[config.mk]
export PLATFORM = sky130hd
export DESIGN_NAME = wb_stage_flat
export DESIGN_NICKNAME = d
export VERILOG_FILES = /design/src/rtl/wb_stage_if.sv /design/src/rtl/wb_stage.sv /design/src/flat_wrapper.sv
export SDC_FILE = /design/constraint.sdc
export NUM_CORES = 1
export LEC_CHECK = 0
export ABC_AREA = 1
export ABC_CLOCK_PERIOD_IN_PS = 2770
export CAP_MARGIN = 20
export CELL_PAD_IN_SITES_DETAIL_PLACEMENT = 1
export CELL_PAD_IN_SITES_GLOBAL_PLACEMENT = 2
export CORE_UTILIZATION = 25
export DETAILED_ROUTE_END_ITERATION = 12
export GPL_ROUTABILITY_DRIVEN = 1
export PLACE_DENSITY = 0.83
export SLEW_MARGIN = 20
export SYNTH_ARGS = -nofsm -noshare
export SYNTH_HDL_FRONTEND = slang
export SYNTH_SLANG_ARGS = --single-unit
[constraint.sdc]
create_clock -name clk -period 2.77 [get_ports clk]
set_input_delay 0.277 -clock clk [delete_from_list [all_inputs] [get_ports clk]]
set_output_delay 0.277 -clock clk [all_outputs]
set_load 0.05 [all_outputs]
[src/rtl/wb_stage_if.sv]
// Bundle interface between the memory stage and the write-back stage.
// The master modport is the MEM side; the slave modport is wb_stage.
interface wb_stage_if #(
  parameter int unsigned DATA_W = 16,
  parameter int unsigned ADDR_W = 3,
  parameter int unsigned CNT_W  = 16
);
  logic              stall_in;
  logic              flush_in;
  logic [ADDR_W-1:0] Rdst1_in;
  logic [DATA_W-1:0] Rdst1_val_in;
  logic [ADDR_W-1:0] Rdst2_in;
  logic [DATA_W-1:0] Rdst2_val_in;
  logic              reglow_write_in;
  logic              reghigh_write_in;
  logic [DATA_W-1:0] Data_in;
  logic              memToReg_in;

  logic              rf_we_out;
  logic [ADDR_W-1:0] rf_addr_out;
  logic [DATA_W-1:0] rf_data_out;
  logic [DATA_W-1:0] DATA_WB_out;
  logic [ADDR_W-1:0] Rdst_WB_out;
  logic              busy_out;
  logic [CNT_W-1:0]  retired_out;

  modport master (
    output stall_in, flush_in, Rdst1_in, Rdst1_val_in, Rdst2_in, Rdst2_val_in,
           reglow_write_in, reghigh_write_in, Data_in, memToReg_in,
    input  rf_we_out, rf_addr_out, rf_data_out, DATA_WB_out, Rdst_WB_out, busy_out,
           retired_out
  );

  modport slave (
    input  stall_in, flush_in, Rdst1_in, Rdst1_val_in, Rdst2_in, Rdst2_val_in,
           reglow_write_in, reghigh_write_in, Data_in, memToReg_in,
    output rf_we_out, rf_addr_out, rf_data_out, DATA_WB_out, Rdst_WB_out, busy_out,
           retired_out
  );
endinterface

[src/rtl/wb_stage.sv]
// Write-back stage: MEM/WB buffer, write-data select, two-cycle dual-write sequencing
// and a retired-instruction counter.
module wb_stage #(
  parameter int unsigned DATA_W = 16,
  parameter int unsigned ADDR_W = 3,
  parameter int unsigned CNT_W  = 16
) (
  input logic       clk,
  input logic       reset,
  wb_stage_if.slave wb_bus
);

  typedef enum logic {PhLow, PhHigh} phase_e;

  phase_e            r_phase;
  logic              r_valid;
  logic              r_lo;
  logic              r_hi;
  logic [ADDR_W-1:0] r_rd1;
  logic [DATA_W-1:0] r_d1;
  logic [ADDR_W-1:0] r_rd2;
  logic [DATA_W-1:0] r_d2;
  logic [CNT_W-1:0]  r_cnt;

  phase_e            w_phase_d;
  logic              w_busy;
  logic              w_done;
  logic              w_capture;
  logic              w_valid_d;
  logic              w_we;
  logic [ADDR_W-1:0] w_addr;
  logic [DATA_W-1:0] w_data;

  always_comb begin
    w_busy    = r_valid & r_lo & r_hi & (r_phase == PhLow);
    w_done    = r_valid & ~w_busy;
    w_capture = ~w_busy;
    w_valid_d = ~wb_bus.stall_in & ~wb_bus.flush_in &
                (wb_bus.reglow_write_in | wb_bus.reghigh_write_in);
    w_phase_d = w_busy ? PhHigh : PhLow;
  end

  // Buffer freezes while the second write is pending; stall/flush are ignored then.
  always_ff @(posedge clk or negedge reset) begin
    if (!reset) begin
      r_phase <= PhLow;
      r_valid <= 1'b0;
      r_lo    <= 1'b0;
      r_hi    <= 1'b0;
      r_rd1   <= '0;
      r_d1    <= '0;
      r_rd2   <= '0;
      r_d2    <= '0;
      r_cnt   <= '0;
    end else begin
      r_phase <= w_phase_d;
      r_cnt   <= r_cnt + {{(CNT_W-1){1'b0}}, w_done};
      if (w_capture) begin
        r_valid <= w_valid_d;
        r_lo    <= wb_bus.reglow_write_in;
        r_hi    <= wb_bus.reghigh_write_in;
        r_rd1   <= wb_bus.Rdst1_in;
        r_d1    <= wb_bus.memToReg_in ? wb_bus.Data_in : wb_bus.Rdst1_val_in;
        r_rd2   <= wb_bus.Rdst2_in;
        r_d2    <= wb_bus.Rdst2_val_in;
      end
    end
  end

  always_comb begin
    w_we   = r_valid;
    w_addr = '0;
    w_data = '0;
    if (r_valid) begin
      if ((r_phase == PhLow) && r_lo) begin
        w_addr = r_rd1;
        w_data = r_d1;
      end else begin
        w_addr = r_rd2;
        w_data = r_d2;
      end
    end
  end

  assign wb_bus.rf_we_out   = w_we;
  assign wb_bus.rf_addr_out = w_addr;
  assign wb_bus.rf_data_out = w_data;
  assign wb_bus.DATA_WB_out = w_data;
  assign wb_bus.Rdst_WB_out = w_addr;
  assign wb_bus.busy_out    = w_busy;
  assign wb_bus.retired_out = r_cnt;

endmodule

[src/flat_wrapper.sv]
// flat-port wrapper written by rule: the top's interface ports become plain ports
module wb_stage_flat 
#(
  parameter int unsigned DATA_W = 16,
  parameter int unsigned ADDR_W = 3,
  parameter int unsigned CNT_W  = 16
)
  (clk, reset, wb_bus_stall_in, wb_bus_flush_in, wb_bus_Rdst1_in, wb_bus_Rdst1_val_in, wb_bus_Rdst2_in, wb_bus_Rdst2_val_in, wb_bus_reglow_write_in, wb_bus_reghigh_write_in, wb_bus_Data_in, wb_bus_memToReg_in, wb_bus_rf_we_out, wb_bus_rf_addr_out, wb_bus_rf_data_out, wb_bus_DATA_WB_out, wb_bus_Rdst_WB_out, wb_bus_busy_out, wb_bus_retired_out);
  wb_stage_if #(.DATA_W(DATA_W), .ADDR_W(ADDR_W), .CNT_W(CNT_W)) wb_bus_i ();
  input logic clk;
  input logic reset;
  input wire logic [$bits(wb_bus_i.stall_in)-1:0] wb_bus_stall_in;
  input wire logic [$bits(wb_bus_i.flush_in)-1:0] wb_bus_flush_in;
  input wire logic [$bits(wb_bus_i.Rdst1_in)-1:0] wb_bus_Rdst1_in;
  input wire logic [$bits(wb_bus_i.Rdst1_val_in)-1:0] wb_bus_Rdst1_val_in;
  input wire logic [$bits(wb_bus_i.Rdst2_in)-1:0] wb_bus_Rdst2_in;
  input wire logic [$bits(wb_bus_i.Rdst2_val_in)-1:0] wb_bus_Rdst2_val_in;
  input wire logic [$bits(wb_bus_i.reglow_write_in)-1:0] wb_bus_reglow_write_in;
  input wire logic [$bits(wb_bus_i.reghigh_write_in)-1:0] wb_bus_reghigh_write_in;
  input wire logic [$bits(wb_bus_i.Data_in)-1:0] wb_bus_Data_in;
  input wire logic [$bits(wb_bus_i.memToReg_in)-1:0] wb_bus_memToReg_in;
  output wire logic [$bits(wb_bus_i.rf_we_out)-1:0] wb_bus_rf_we_out;
  output wire logic [$bits(wb_bus_i.rf_addr_out)-1:0] wb_bus_rf_addr_out;
  output wire logic [$bits(wb_bus_i.rf_data_out)-1:0] wb_bus_rf_data_out;
  output wire logic [$bits(wb_bus_i.DATA_WB_out)-1:0] wb_bus_DATA_WB_out;
  output wire logic [$bits(wb_bus_i.Rdst_WB_out)-1:0] wb_bus_Rdst_WB_out;
  output wire logic [$bits(wb_bus_i.busy_out)-1:0] wb_bus_busy_out;
  output wire logic [$bits(wb_bus_i.retired_out)-1:0] wb_bus_retired_out;
  assign wb_bus_i.stall_in = wb_bus_stall_in;
  assign wb_bus_i.flush_in = wb_bus_flush_in;
  assign wb_bus_i.Rdst1_in = wb_bus_Rdst1_in;
  assign wb_bus_i.Rdst1_val_in = wb_bus_Rdst1_val_in;
  assign wb_bus_i.Rdst2_in = wb_bus_Rdst2_in;
  assign wb_bus_i.Rdst2_val_in = wb_bus_Rdst2_val_in;
  assign wb_bus_i.reglow_write_in = wb_bus_reglow_write_in;
  assign wb_bus_i.reghigh_write_in = wb_bus_reghigh_write_in;
  assign wb_bus_i.Data_in = wb_bus_Data_in;
  assign wb_bus_i.memToReg_in = wb_bus_memToReg_in;
  assign wb_bus_rf_we_out = wb_bus_i.rf_we_out;
  assign wb_bus_rf_addr_out = wb_bus_i.rf_addr_out;
  assign wb_bus_rf_data_out = wb_bus_i.rf_data_out;
  assign wb_bus_DATA_WB_out = wb_bus_i.DATA_WB_out;
  assign wb_bus_Rdst_WB_out = wb_bus_i.Rdst_WB_out;
  assign wb_bus_busy_out = wb_bus_i.busy_out;
  assign wb_bus_retired_out = wb_bus_i.retired_out;
  wb_stage #(.DATA_W(DATA_W), .ADDR_W(ADDR_W), .CNT_W(CNT_W)) u_core (.clk(clk), .reset(reset), .wb_bus(wb_bus_i));
endmodule
# --- Yosys cells after proc, flatten, opt, wreduce, memory -nomap -nowiden ---
# Cells that the tools add are included.
classes:
  addsub: 1
  muxes: 6
  n_bitwise: 11
  n_reduce_logical: 1
ops:
  columns: ["cell", "count"]
  rows:
  - ["$mux W16", 3]
  - ["$add A16 B1 Y16", 1]
  - ["$and A1 B1 Y1", 6]
  - ["$mux W3", 2]
  - ["$not A1 Y1", 4]
  - ["$logic_and A1 B1 Y1", 1]
  - ["$mux W1", 1]
  - ["$or A1 B1 Y1", 1]
totals:
  ff_bits: 58
  output_inout_bits: 56

# --- Depth between registers and ports, before layout ---
# Gate-level depths: netlist (run 1).
depth:
  word_depth: 6
  mapped_depth: 14

# --- Worst setup path after synthesis (run 1) ---
# No wires, ideal clock.
synth_path:
  kind: "register -> output"
  start: "register u_core.r_valid, in the netlist u_core.wb_bus.rf_we_out"
  end: "output wb_bus_rf_data_out[10]"
  arrival_time_ns: 2.184
  required_time_ns: 2.493
  setup_slack_ns: 0.309
  stages_incl_launch_ff: 5
  n_path_buf: 2
  path_cell_list: "dfrtp_1 > buf_1 > o21ai_0 > a21oi_1 > buf_4"
synth_via:
  elab_chain_len: 1
synth_rtl:
  columns: ["item", "line", "rtl"]
  rows:
  - ["start, declared", "wb_stage.sv:16", "logic r_valid;"]
  - ["start signal, assigned", "wb_stage.sv:59", "r_valid <= w_valid_d;"]
  - ["$mux W16", "wb_stage.sv:74", "if (r_valid) begin"]
  - ["end, declared", "flat_wrapper.sv:24", "output wire logic [$bits(wb_bus_i.rf_data_out)-1:0] wb_bus_rf_data_out;"]
# No other way between the ends.

# --- Worst setup path after layout (run 1) ---
layout_path:
  start: "register u_core.r_phase"
  end: "output wb_bus_DATA_WB_out[12]"
layout_via:
  elab_chain_len: 4
layout_rtl:
  columns: ["item", "line", "rtl"]
  rows:
  - ["start, declared", "wb_stage.sv:15", "phase_e r_phase;"]
  - ["start signal, assigned", "wb_stage.sv:46", "r_phase <= PhLow;"]
  - ["start signal, assigned", "wb_stage.sv:56", "r_phase <= w_phase_d;"]
  - ["$not A1 Y1", "wb_stage.sv:75", "if ((r_phase == PhLow) && r_lo) begin"]
  - ["$logic_and A1 B1 Y1", "wb_stage.sv:75", null]
  - ["$mux W16", "wb_stage.sv:75", null]
  - ["$mux W16", "wb_stage.sv:74", null]
  - ["end, declared", "flat_wrapper.sv:25", "output wire logic [$bits(wb_bus_i.DATA_WB_out)-1:0] wb_bus_DATA_WB_out;"]
# No other way between the ends.

==> run_results.csv, run 1 <==
group,metric,value,unit
sta,hold-worst-slack,-0.04892,ns
final_layout,areaGrowthSynthToFinish,46.82,%
worst_setup_path,cp.arrival,1.83,ns
global_routing,number_of_global_route_vias_before_repair,2942,
clock_tree,tritoncts_buffer_count,9,
logic_synthesis,netlist-cell-type-count,24,
global_routing,grt_pass1_wl,14220,um
route,violation_count_after_the_first_detailed_route_iteration,90,
clock_tree,clock_sinks,58,
route,route.antenna.remaining_nets,0,
floorplanning,die-height,110.7,um
logic_synthesis,yosys.cell_count.top_type,"sky130_fd_sc_hd__nand2_1",
worst_setup_path,endpoint_kind,"output pin",
logic_synthesis,yosys.area.top_type_share,0.4915,
floorplanning,placement_rows,39,
sta,worstMarginPinSlew,0.8852,ns
worst_setup_path,cp-start-kind,"register",
final_layout,num-nets-final,537,
floorplanning,core,0.01147,sq mm
global_routing,grt_use_total,0.1462,
final_layout,nFillCells,1369,
worst_setup_path,timing.critical_path.required,2.49,ns
floorplanning,dieArea,0.01225,sq mm
clock_tree,post_cts.resized_instances,0,
logic_synthesis,synth.cell_area,0.002953,sq mm
clock_tree,clk-insertion-delay-late,0.32,ns
logic_synthesis,synth_commonest_cells,"sky130_fd_sc_hd__nand2_1 (122), sky130_fd_sc_hd__dfrtp_1 (58), sky130_fd_sc_hd__o21ai_0 (54)",
final_layout,post-route-util,0.3781,
job,max_cap_violations,0,
logic_synthesis,number_of_synthesized_register_bits,58,
floorplanning,die-width,110.7,um
worst_setup_path,critical_path.max_fanout,38,
power_and_ir_drop,totalPowerFinal,3.042,mW
logic_synthesis,syn_area_per_cell,7.832,sq um
sta,rsz_0062_raised_after_global_routing,"no",
place,gpl.final_weighted_congestion,0.7660,
sta,hold_violations,42,
clock_tree,cts_tree,"built",
global_routing,globalRouteOverflowTotal,0,
route,routed_wl,8678,um
sta,report.final.slew_viol_count,0,
status,violations,"negative hold slack",
sta,setup_tns,0,ns
logic_synthesis,synthesis.instances,377,
route,remaining_drcs,0,
floorplanning,ioPinCount,117,
logic_synthesis,synthArstFlopShare,1.000,
worst_hold_path,min-delay-path-class,"primary input to asynchronous set/reset pin",
route,wire_per_inst,13.95,um
route,routed-via-count,2763,
logic_synthesis,yosys_warnings,0,
clock_tree,clk_pin_slew,0.05,ns
global_routing,antenna_found_initial,0,
place,placedInstanceArea,0.003999,sq mm
power_and_ir_drop,power.density_cell_area,701.8,mW/mm^2
clock_tree,clock_tree.htree_level_count,3,
route,drt-vias-per-instance,4.442,
final_layout,area_used_by_multi_input_combinational_logic,0.001076,sq mm
logic_synthesis,netlist.top_cell.by_area,"sky130_fd_sc_hd__dfrtp_1",
floorplanning,start_util,0.2575,
clock_tree,cts.hold.buffers_added,0,
logic_synthesis,synth_edf_count,0,
clock_tree,postCtsSetupRepairBufs,0,
clock_tree,cts_root_buffer,"sky130_fd_sc_hd__clkbuf_16",
final_layout,seqCellArea,0.001451,sq mm
power_and_ir_drop,power.static_leakage,2.122,nW
sta,layout_worst_path_cycle_share,0.7613,
sta,final.min_clock_period,2.109,ns
logic_synthesis,synth.area.top_cells,"sky130_fd_sc_hd__dfrtp_1 (49%), sky130_fd_sc_hd__nand2_1 (16%), sky130_fd_sc_hd__o21ai_0 (9.2%), sky130_fd_sc_hd__buf_4 (5.8%), sky130_fd_sc_hd__inv_1 (5.8%)",
worst_setup_path,path_class,"register to output pin",
status,run_status,"complete, but fails checks",
power_and_ir_drop,irDropWorstVdd,0.3257,mV
final_layout,post-route-cell-area,0.004335,sq mm
sta,slew-limit-headroom,0.4080,
sta,finalClockSkew,0.006191,ns
place,hpwlAfterDp,6458,um
sta,setup_violations,0,
logic_synthesis,postSynthNetCount,440,
final_layout,drive_gt1_frac,0.1399,
final_layout,antenna_cells_inserted,0,
clock_tree,max-clock-path-buffers,2,
global_routing,grt_start_max_net_pins,59,
logic_synthesis,synth_seq_area_share,0.4915,
logic_synthesis,synth_ff_type,"sky130_fd_sc_hd__dfrtp_1",
sta,fmax,0.4742,GHz
route,dr.pass1.iters,4,
place,buffer_ports.inserted,116,
## cells in the final DEF, fill, tap and decap left out, drive strengths merged
| cell type | instances |
|---|---|
| a21oi | 19 |
| buf | 46 |
| bufinv | 3 |
| clkbuf | 10 |
| clkdlybuf4s50 | 76 |
| clkinv | 3 |
| dfrtp | 58 |
| ha | 2 |
| inv | 47 |
| nand2 | 122 |
| nand3 | 6 |
| nand3b | 1 |
| nand4 | 3 |
| nor2 | 16 |
| o21ai | 57 |
| o31ai | 1 |
| or2 | 2 |
| xnor2 | 4 |
| xor2 | 3 |
## metrics by stage
step                hold slack, ns  setup slack (ns)  instances
floorplan                 -0.01859            0.3089        377
global placement            0.4523            0.8512        606
detailed placement          0.4546            0.7787        606
CTS                         0.1727            0.6291        622
global route              0.004875            0.5252        622
finish                    -0.04892            0.6611        622
## power by group
group | leakage [nW] | switching [mW] | internal (mW)
clock network | 0.166 | 0.374 | 0.873
logic | 1.24 | 0.508 | 0.272
registers | 0.714 | 0.0725 | 0.943
## metal layers
layer  track usage  up-vias  part of all wire
met2        0.2484       73              0.50
met1        0.1776     1325              0.44
met3       0.03335       13             0.040
met4       0.06133        0             0.020
li1              -     1352                 -
met5             0        -                 0
## sequential cells by signal, summed over array words and instances (netlist names)
| signal | cells |
|---|---|
| u_core.wb_bus.rf_we_out | 1 |
| u_core.wb_bus.retired_out | 16 |
| u_core.r_hi | 1 |
| u_core.r_d2 | 16 |
| u_core.r_lo | 1 |
| u_core.r_rd1 | 3 |
| u_core.r_rd2 | 3 |
| u_core.r_phase | 1 |
| u_core.r_d1 | 16 |
## worst max-delay path, cell delays in order, from the launching register on
cell	delay [ns]
sky130_fd_sc_hd__dfrtp_1	0.39
sky130_fd_sc_hd__nor2_4	0.12
sky130_fd_sc_hd__buf_4	0.33
sky130_fd_sc_hd__o21ai_0	0.17
sky130_fd_sc_hd__a21oi_1	0.25
sky130_fd_sc_hd__buf_4	0.25
## layout make-up
type                       count  share of cell area
clock buffer                  10             0.05281
clock inverter                 6             0.02424
inverter                      47             0.04069
multi-input combinational    236              0.2482
sequential                    58              0.3348
tap                          143             0.04127
timing repair buffer         122              0.2580
## path summary, 6_finish.rpt
path / slack (ns) / endpoint / start / cells past startpoint
max: 0.66 / wb_bus_DATA_WB_out[12] / u_core.r_phase / 5
max reg2reg: 0.77 / u_core.wb_bus.retired_out[10] / u_core.wb_bus.rf_we_out / 11
max in group asynchronous: 2.26 / u_core.r_d2[0] / reset / 2
min: -0.05 / u_core.wb_bus.retired_out[7] / reset / 1
min reg2reg: 0.47 / u_core.r_d2[4] / u_core.r_d2[4] / 2
min in group clk: 0.47 / u_core.r_d2[4] / u_core.r_d2[4] / 2
## kinds of logic (layout without fill, tap and decap cells)
family | count (synthesis) | count (layout) | synth area share
fa+ha+maj | 2 | 2 | 0.008473
flops | 58 | 58 | 0.4915
buf+inv | 83 | 185 | 0.1441
xor+xnor | 7 | 7 | 0.02076
compound gates | 77 | 77 | 0.1314
simple gates | 150 | 150 | 0.2038
Power figures use the tool's default switching activity.
==> run 2, diff against run 1 <==
- ABC_CLOCK_PERIOD_IN_PS: 2770 -> 1730
- CORE_UTILIZATION: 25 -> 21
- PLACE_DENSITY: 0.83 -> 0.74
- clock period: 2.77 -> 1.73 ns (I/O delays scaled with it)
==> run 2 against run 1 <==
  * The run ends with negative setup slack left
  * Cell count up 7.1%
  * Worst hold slack better by 0.44 ns
  * Design area up 25%
  * Utilization up 2.3 points
  * Wire length up 13%
  * Combinational power up 120%
  * Count of clock-buffer cells in the layout up 3
  * Critical path depth up 1
  * Critical path type unchanged
  * Critical endpoint is now wb_bus_DATA_WB_out[3]
  * Largest cell class is now non-clock buffers
  * Largest power group is now combinational logic
==> run_results.csv, run 2 (synthesis results as in run 1) <==
group,metric,value,unit
route,drt-vias-per-instance,4.161,
worst_setup_path,cp-start-kind,"register",
global_routing,grt_pass1_wl,15770,um
clock_tree,max-clock-path-buffers,2,
clock_tree,clock_tree.htree_level_count,3,
final_layout,areaGrowthSynthToFinish,82.84,%
sta,hold-worst-slack,0.3909,ns
global_routing,grt_start_max_net_pins,59,
route,route.antenna.remaining_nets,0,
sta,setup_tns,-0.8080,ns
worst_hold_path,min-delay-path-class,"primary input to asynchronous set/reset pin",
global_routing,grt_use_total,0.1417,
status,violations,"negative setup slack",
global_routing,number_of_global_route_vias_before_repair,3059,
clock_tree,clk-insertion-delay-late,0.32,ns
clock_tree,clock_sinks,58,
floorplanning,dieArea,0.01454,sq mm
worst_setup_path,path_class,"register to output pin",
route,violation_count_after_the_first_detailed_route_iteration,86,
worst_setup_path,endpoint_kind,"output pin",
job,max_cap_violations,0,
global_routing,gr-usage-met2,0.2514,
place,gpl.final_weighted_congestion,0.7025,
global_routing,antenna_found_initial,0,
sta,rsz_0062_raised_after_global_routing,"yes",
global_routing,globalRouteOverflowTotal,0,
power_and_ir_drop,power.density_cell_area,920.6,mW/mm^2
power_and_ir_drop,power.static_leakage,2.402,nW
floorplanning,ioPinCount,117,
final_layout,area_used_by_multi_input_combinational_logic,0.001498,sq mm
route,dr.pass1.iters,4,
worst_setup_path,critical_path.max_fanout,5,
sta,setup_violations,26,
worst_setup_path,timing.critical_path.required,1.56,ns
global_routing,gr-max-usage-layer,"met2",
floorplanning,die-height,120.6,um
clock_tree,clk_pin_slew,0.05,ns
final_layout,layout.cells.most_common,"sky130_fd_sc_hd__nand2_1",
route,wire_per_inst,14.79,um
sta,fmax,0.5570,GHz
route,routed_wl,9849,um
sta,finalClockSkew,0.004836,ns
sta,slew-limit-headroom,0.6270,
status,run_status,"complete, but fails checks",
clock_tree,cts_root_buffer,"sky130_fd_sc_hd__clkbuf_16",
global_routing,use_met1,0.1662,
final_layout,seqCellArea,0.001453,sq mm
sta,report.final.slew_viol_count,0,
final_layout,antenna_cells_inserted,0,
place,detailedPlace.worstSlack,0.04735,ns
floorplanning,core,0.01345,sq mm
floorplanning,placement_rows,42,
sta,hold_violations,0,
power_and_ir_drop,totalPowerFinal,4.970,mW
place,buffer_ports.inserted,116,
sta,final.min_clock_period,1.795,ns
final_layout,mostFrequentLayoutCells,"sky130_fd_sc_hd__nand2_1 (120), sky130_fd_sc_hd__clkdlybuf4s50_1 (60), sky130_fd_sc_hd__dfrtp_1 (57), sky130_fd_sc_hd__buf_12 (44), sky130_fd_sc_hd__inv_1 (43)",
place,placedInstanceArea,0.004743,sq mm
clock_tree,tritoncts_buffer_count,9,
worst_setup_path,cp.arrival,1.62,ns
sta,layout_worst_path_cycle_share,1.038,
final_layout,post-route-cell-area,0.005399,sq mm
final_layout,drive_gt1_frac,0.2776,
final_layout,nFillCells,1528,
power_and_ir_drop,irDropWorstVdd,0.4648,mV
final_layout,num-nets-final,548,
floorplanning,start_util,0.2195,
sta,finalWorstSetupSlack,-0.06543,ns
sta,worstMarginPinSlew,0.5595,ns
place,hpwlAfterDp,6829,um
route,routed-via-count,2771,
route,remaining_drcs,0,
floorplanning,die-width,120.6,um
clock_tree,cts_tree,"built",
global_routing,grt.met3_usage,0.03632,
## run 2: final cells by class
type                       count  share of cell area
clock buffer                  13             0.04635
clock inverter                 3            0.002781
inverter                      47             0.03314
multi-input combinational    236              0.2774
sequential                    58              0.2691
tap                          176             0.04079
timing repair buffer         133              0.3305
## run 2: stage by stage
stage / util / cells
2_1_floorplan: - / 377
3_3_place_gp: 0.3526 / 640
3_5_place_dp: 0.3526 / 640
4_1_cts: 0.3935 / 664
5_1_grt: 0.4013 / 666
6_report: 0.4013 / 666
## run 2: worst max-delay path: stages, from the launching register on
cell and delay [ns]:
sky130_fd_sc_hd__dfrtp_1 0.39, sky130_fd_sc_hd__nor2_4 0.19, sky130_fd_sc_hd__buf_12 0.15, sky130_fd_sc_hd__buf_16 0.13, sky130_fd_sc_hd__o21ai_4 0.06, sky130_fd_sc_hd__a21oi_4 0.21, sky130_fd_sc_hd__buf_12 0.17
## run 2: where the power goes
part / total (mW) / switching (mW) / internal, mW
registers: 1.67 / 0.156 / 1.51
logic: 1.72 / 0.994 / 0.725
clock network: 1.59 / 0.585 / 1.00
total: 4.97 / 1.74 / 3.24
## run 2: routing by layer
layer / wire length (um) / part of all wire / up-vias
met2: 5082 / 0.52 / 71
li1: - / - / 1372
met5: 0 / 0 / -
met1: 4154 / 0.42 / 1322
met3: 513 / 0.052 / 6
met4: 99 / 0.010 / 0
## run 2: worst paths after layout
path                                        startpoint                       endpoint  slack (ns)  cells past startpoint
worst max register to register          u_core.r_phase  u_core.wb_bus.retired_out[10]       -0.02                     13
worst min register to register          u_core.r_d2[7]                 u_core.r_d2[7]        0.47                      2
max in group asynchronous                        reset        u_core.wb_bus.rf_we_out        1.05                      3
worst max-delay path                    u_core.r_phase          wb_bus_DATA_WB_out[3]       -0.07                      6
worst min-delay path                             reset                 u_core.r_d1[2]        0.39                      3
min in group clk                wb_bus_Rdst2_val_in[8]                 u_core.r_d2[8]        0.39                      3
## run 2: repair_timing
action | CTS | global route
pin swaps | 5 | 3
resized for setup | 47 | 19
hold buffers | 1 | 0
endpoints found under the setup margin | 38 | 50
endpoints found under the hold margin | 58 | 0
cloned | 4 | 0
buffers inserted | 3 | 2
==> run 3, diff against run 2 <==
- GPL_TIMING_DRIVEN: not set -> 0
==> run 3 against run 2 <==
  * The run still ends with negative setup slack left
  * Count of clock-buffer cells in the layout unchanged
  * Critical path depth unchanged
  * Die area unchanged
  * Global-route usage up 0.38 points
  * Sequential share of layout area up 0.94 points
  * Cell count up 4.7%
  * Wire length up 1.8%
  * Clock skew up 0.0032 ns
  * Sequential cell count unchanged
  * Combinational power down 9%
  * Critical path type unchanged
  * Largest power group is now registers
==> run_results.csv, run 3 (synthesis results as in run 1) <==
group,metric,value,unit
worst_setup_path,critical_path.max_fanout,5,
floorplanning,placement_rows,42,
final_layout,post_layout_nonfiller_instances,697,
power_and_ir_drop,power.static_leakage,2.482,nW
sta,report.final.slew_viol_count,0,
final_layout,drive_gt1_frac,0.2706,
final_layout,mostFrequentLayoutCells,"sky130_fd_sc_hd__nand2_1 (119), sky130_fd_sc_hd__clkdlybuf4s50_1 (60), sky130_fd_sc_hd__dfrtp_1 (57), sky130_fd_sc_hd__inv_1 (43), sky130_fd_sc_hd__o21ai_0 (40)",
route,routed_wl,10030,um
sta,slew-limit-headroom,0.6426,
job,max_cap_violations,0,
place,total_placed_cells_including_tap_cells,670,
power_and_ir_drop,clk_pwr_share,0.338,
final_layout,areaGrowthSynthToFinish,76.69,%
route,wire_per_inst,14.39,um
worst_setup_path,slowest_stage_cell_crit_path,"sky130_fd_sc_hd__dfrtp_1",
worst_setup_path,cp-start-kind,"register",
place,gpl.final_weighted_congestion,0.7428,
power_and_ir_drop,combinational_share_of_power,0.322,
sta,finalClockSkew,0.008013,ns
status,violations,"negative setup slack",
sta,layout_worst_path_cycle_share,1.069,
route,drt-vias-per-instance,4.273,
route,violation_count_after_the_first_detailed_route_iteration,86,
place,hpwlAfterDp,7427,um
global_routing,grt_pass1_wl,16270,um
global_routing,grt_use_total,0.1454,
sta,finalWorstSetupSlack,-0.1197,ns
worst_setup_path,cp_cell_sequence,"nor2_4 -> clkbuf_8 -> o21ai_1 -> a21oi_4 -> buf_6 -> buf_8",
floorplanning,die-height,120.6,um
floorplanning,start_util,0.2195,
sta,fmax,0.5406,GHz
floorplanning,die-width,120.6,um
sta,rsz_0062_raised_after_global_routing,"yes",
final_layout,nFillCells,1579,
place,buffer_ports.inserted,116,
global_routing,antenna_found_initial,0,
power_and_ir_drop,power.density_cell_area,927.4,mW/mm^2
floorplanning,dieArea,0.01454,sq mm
worst_setup_path,endpoint_kind,"output pin",
floorplanning,core,0.01345,sq mm
clock_tree,clk-insertion-delay-late,0.32,ns
worst_setup_path,timing.critical_path.required,1.56,ns
final_layout,num-nets-final,582,
global_routing,globalRouteOverflowTotal,0,
clock_tree,cts_root_buffer,"sky130_fd_sc_hd__clkbuf_16",
power_and_ir_drop,total_switching_power,1.640,mW
power_and_ir_drop,power.share.switching,0.3389,
place,detailedPlace.worstSlack,-0.7382,ns
global_routing,number_of_global_route_vias_before_repair,3170,
clock_tree,clk_pin_slew,0.05,ns
route,remaining_drcs,0,
route,route.antenna.remaining_nets,0,
worst_setup_path,path_class,"register to output pin",
sta,setup_violations,29,
clock_tree,max-clock-path-buffers,2,
route,dr.pass1.iters,4,
clock_tree,clock_sinks,58,
clock_tree,tritoncts_buffer_count,9,
sta,worstMarginPinSlew,0.5382,ns
worst_hold_path,min-delay-path-class,"primary input to asynchronous set/reset pin",
worst_setup_path,cp_slowest_stage_delay,0.39,ns
worst_setup_path,critical_path.top_delay_family,"buffers and inverters",
clock_tree,cts_tree,"built",
route,routed-via-count,2978,
power_and_ir_drop,seq_power_share,0.341,
final_layout,antenna_cells_inserted,0,
sta,final.min_clock_period,1.850,ns
worst_setup_path,cp.arrival,1.68,ns
sta,setup_tns,-2.077,ns
worst_setup_path,cp_num_buf_inv,3,
floorplanning,ioPinCount,117,
final_layout,layout.cells.most_common,"sky130_fd_sc_hd__nand2_1",
global_routing,grt_start_max_net_pins,42,
status,run_status,"complete, but fails checks",
power_and_ir_drop,irDropWorstVdd,0.4006,mV
power_and_ir_drop,intPower,3.199,mW
sta,hold_violations,0,
clock_tree,clock_tree.htree_level_count,3,
run 3: metrics by stage:
step                hold slack (ns)  instance area [sq um]    util  total power [mW]
floorplan                   -0.1226                   3228       -             2.562
global placement             0.4497                   4609  0.3426             3.105
detailed placement          0.07271                   4634  0.3445             3.139
CTS                          0.2865                   5164  0.3838             4.898
global route                 0.3265                   5218  0.3878             5.060
finish                       0.2864                   5218  0.3878             4.839
run 3: routing by layer:
layer	GRT usage	vias to the layer above	part of all wire
met5	0	-	0
met2	0.2450	72	0.50
met1	0.1865	1451	0.45
met4	0.05093	0	0.013
met3	0.02594	9	0.039
li1	-	1446	-
run 3: timing repair:
action | in CTS | in global routing
hold buffers | 1 | 0
cloned | 3 | 0
setup buffers | 6 | 7
resized for setup | 333 | 13
endpoints found under the setup margin | 64 | 47
endpoints found under the hold margin | 17 | 0
pin swaps | 10 | 2
run 3: worst paths after layout:
path,cells past startpoint,slack (ns),from,endpoint
max,6,-0.12,u_core.r_phase,wb_bus_rf_data_out[4]
min,2,0.29,reset,u_core.r_d1[2]
max reg2reg,12,0.04,u_core.r_phase,u_core.wb_bus.retired_out[10]
min reg2reg,2,0.47,u_core.r_d2[8],u_core.r_d2[8]
max in group asynchronous,3,0.93,reset,u_core.wb_bus.rf_we_out
min in group clk,3,0.40,wb_bus_Rdst2_val_in[7],u_core.r_d2[7]
run 3: cell type report:
type,count,area (sq um),share of cell area
multi-input combinational,236,1336,0.2561
buffer,35,331.6,0.06355
tap,176,220.2,0.04221
timing repair buffer,132,1423,0.2727
clock buffer,13,270.3,0.05180
sequential,58,1453,0.2784
inverter,47,183.9,0.03525
run 3: power groups by stage:
| stage | sequential [mW] | clock (mW) | combinational [mW] |
|---|---|---|---|
| after floorplan | 1.87 | 0 | 0.688 |
| after global placement | 1.66 | 0 | 1.45 |
| after detailed placement | 1.67 | 0 | 1.47 |
| after CTS | 1.65 | 1.68 | 1.56 |
| after global routing | 1.67 | 1.73 | 1.66 |
| final | 1.65 | 1.63 | 1.56 |
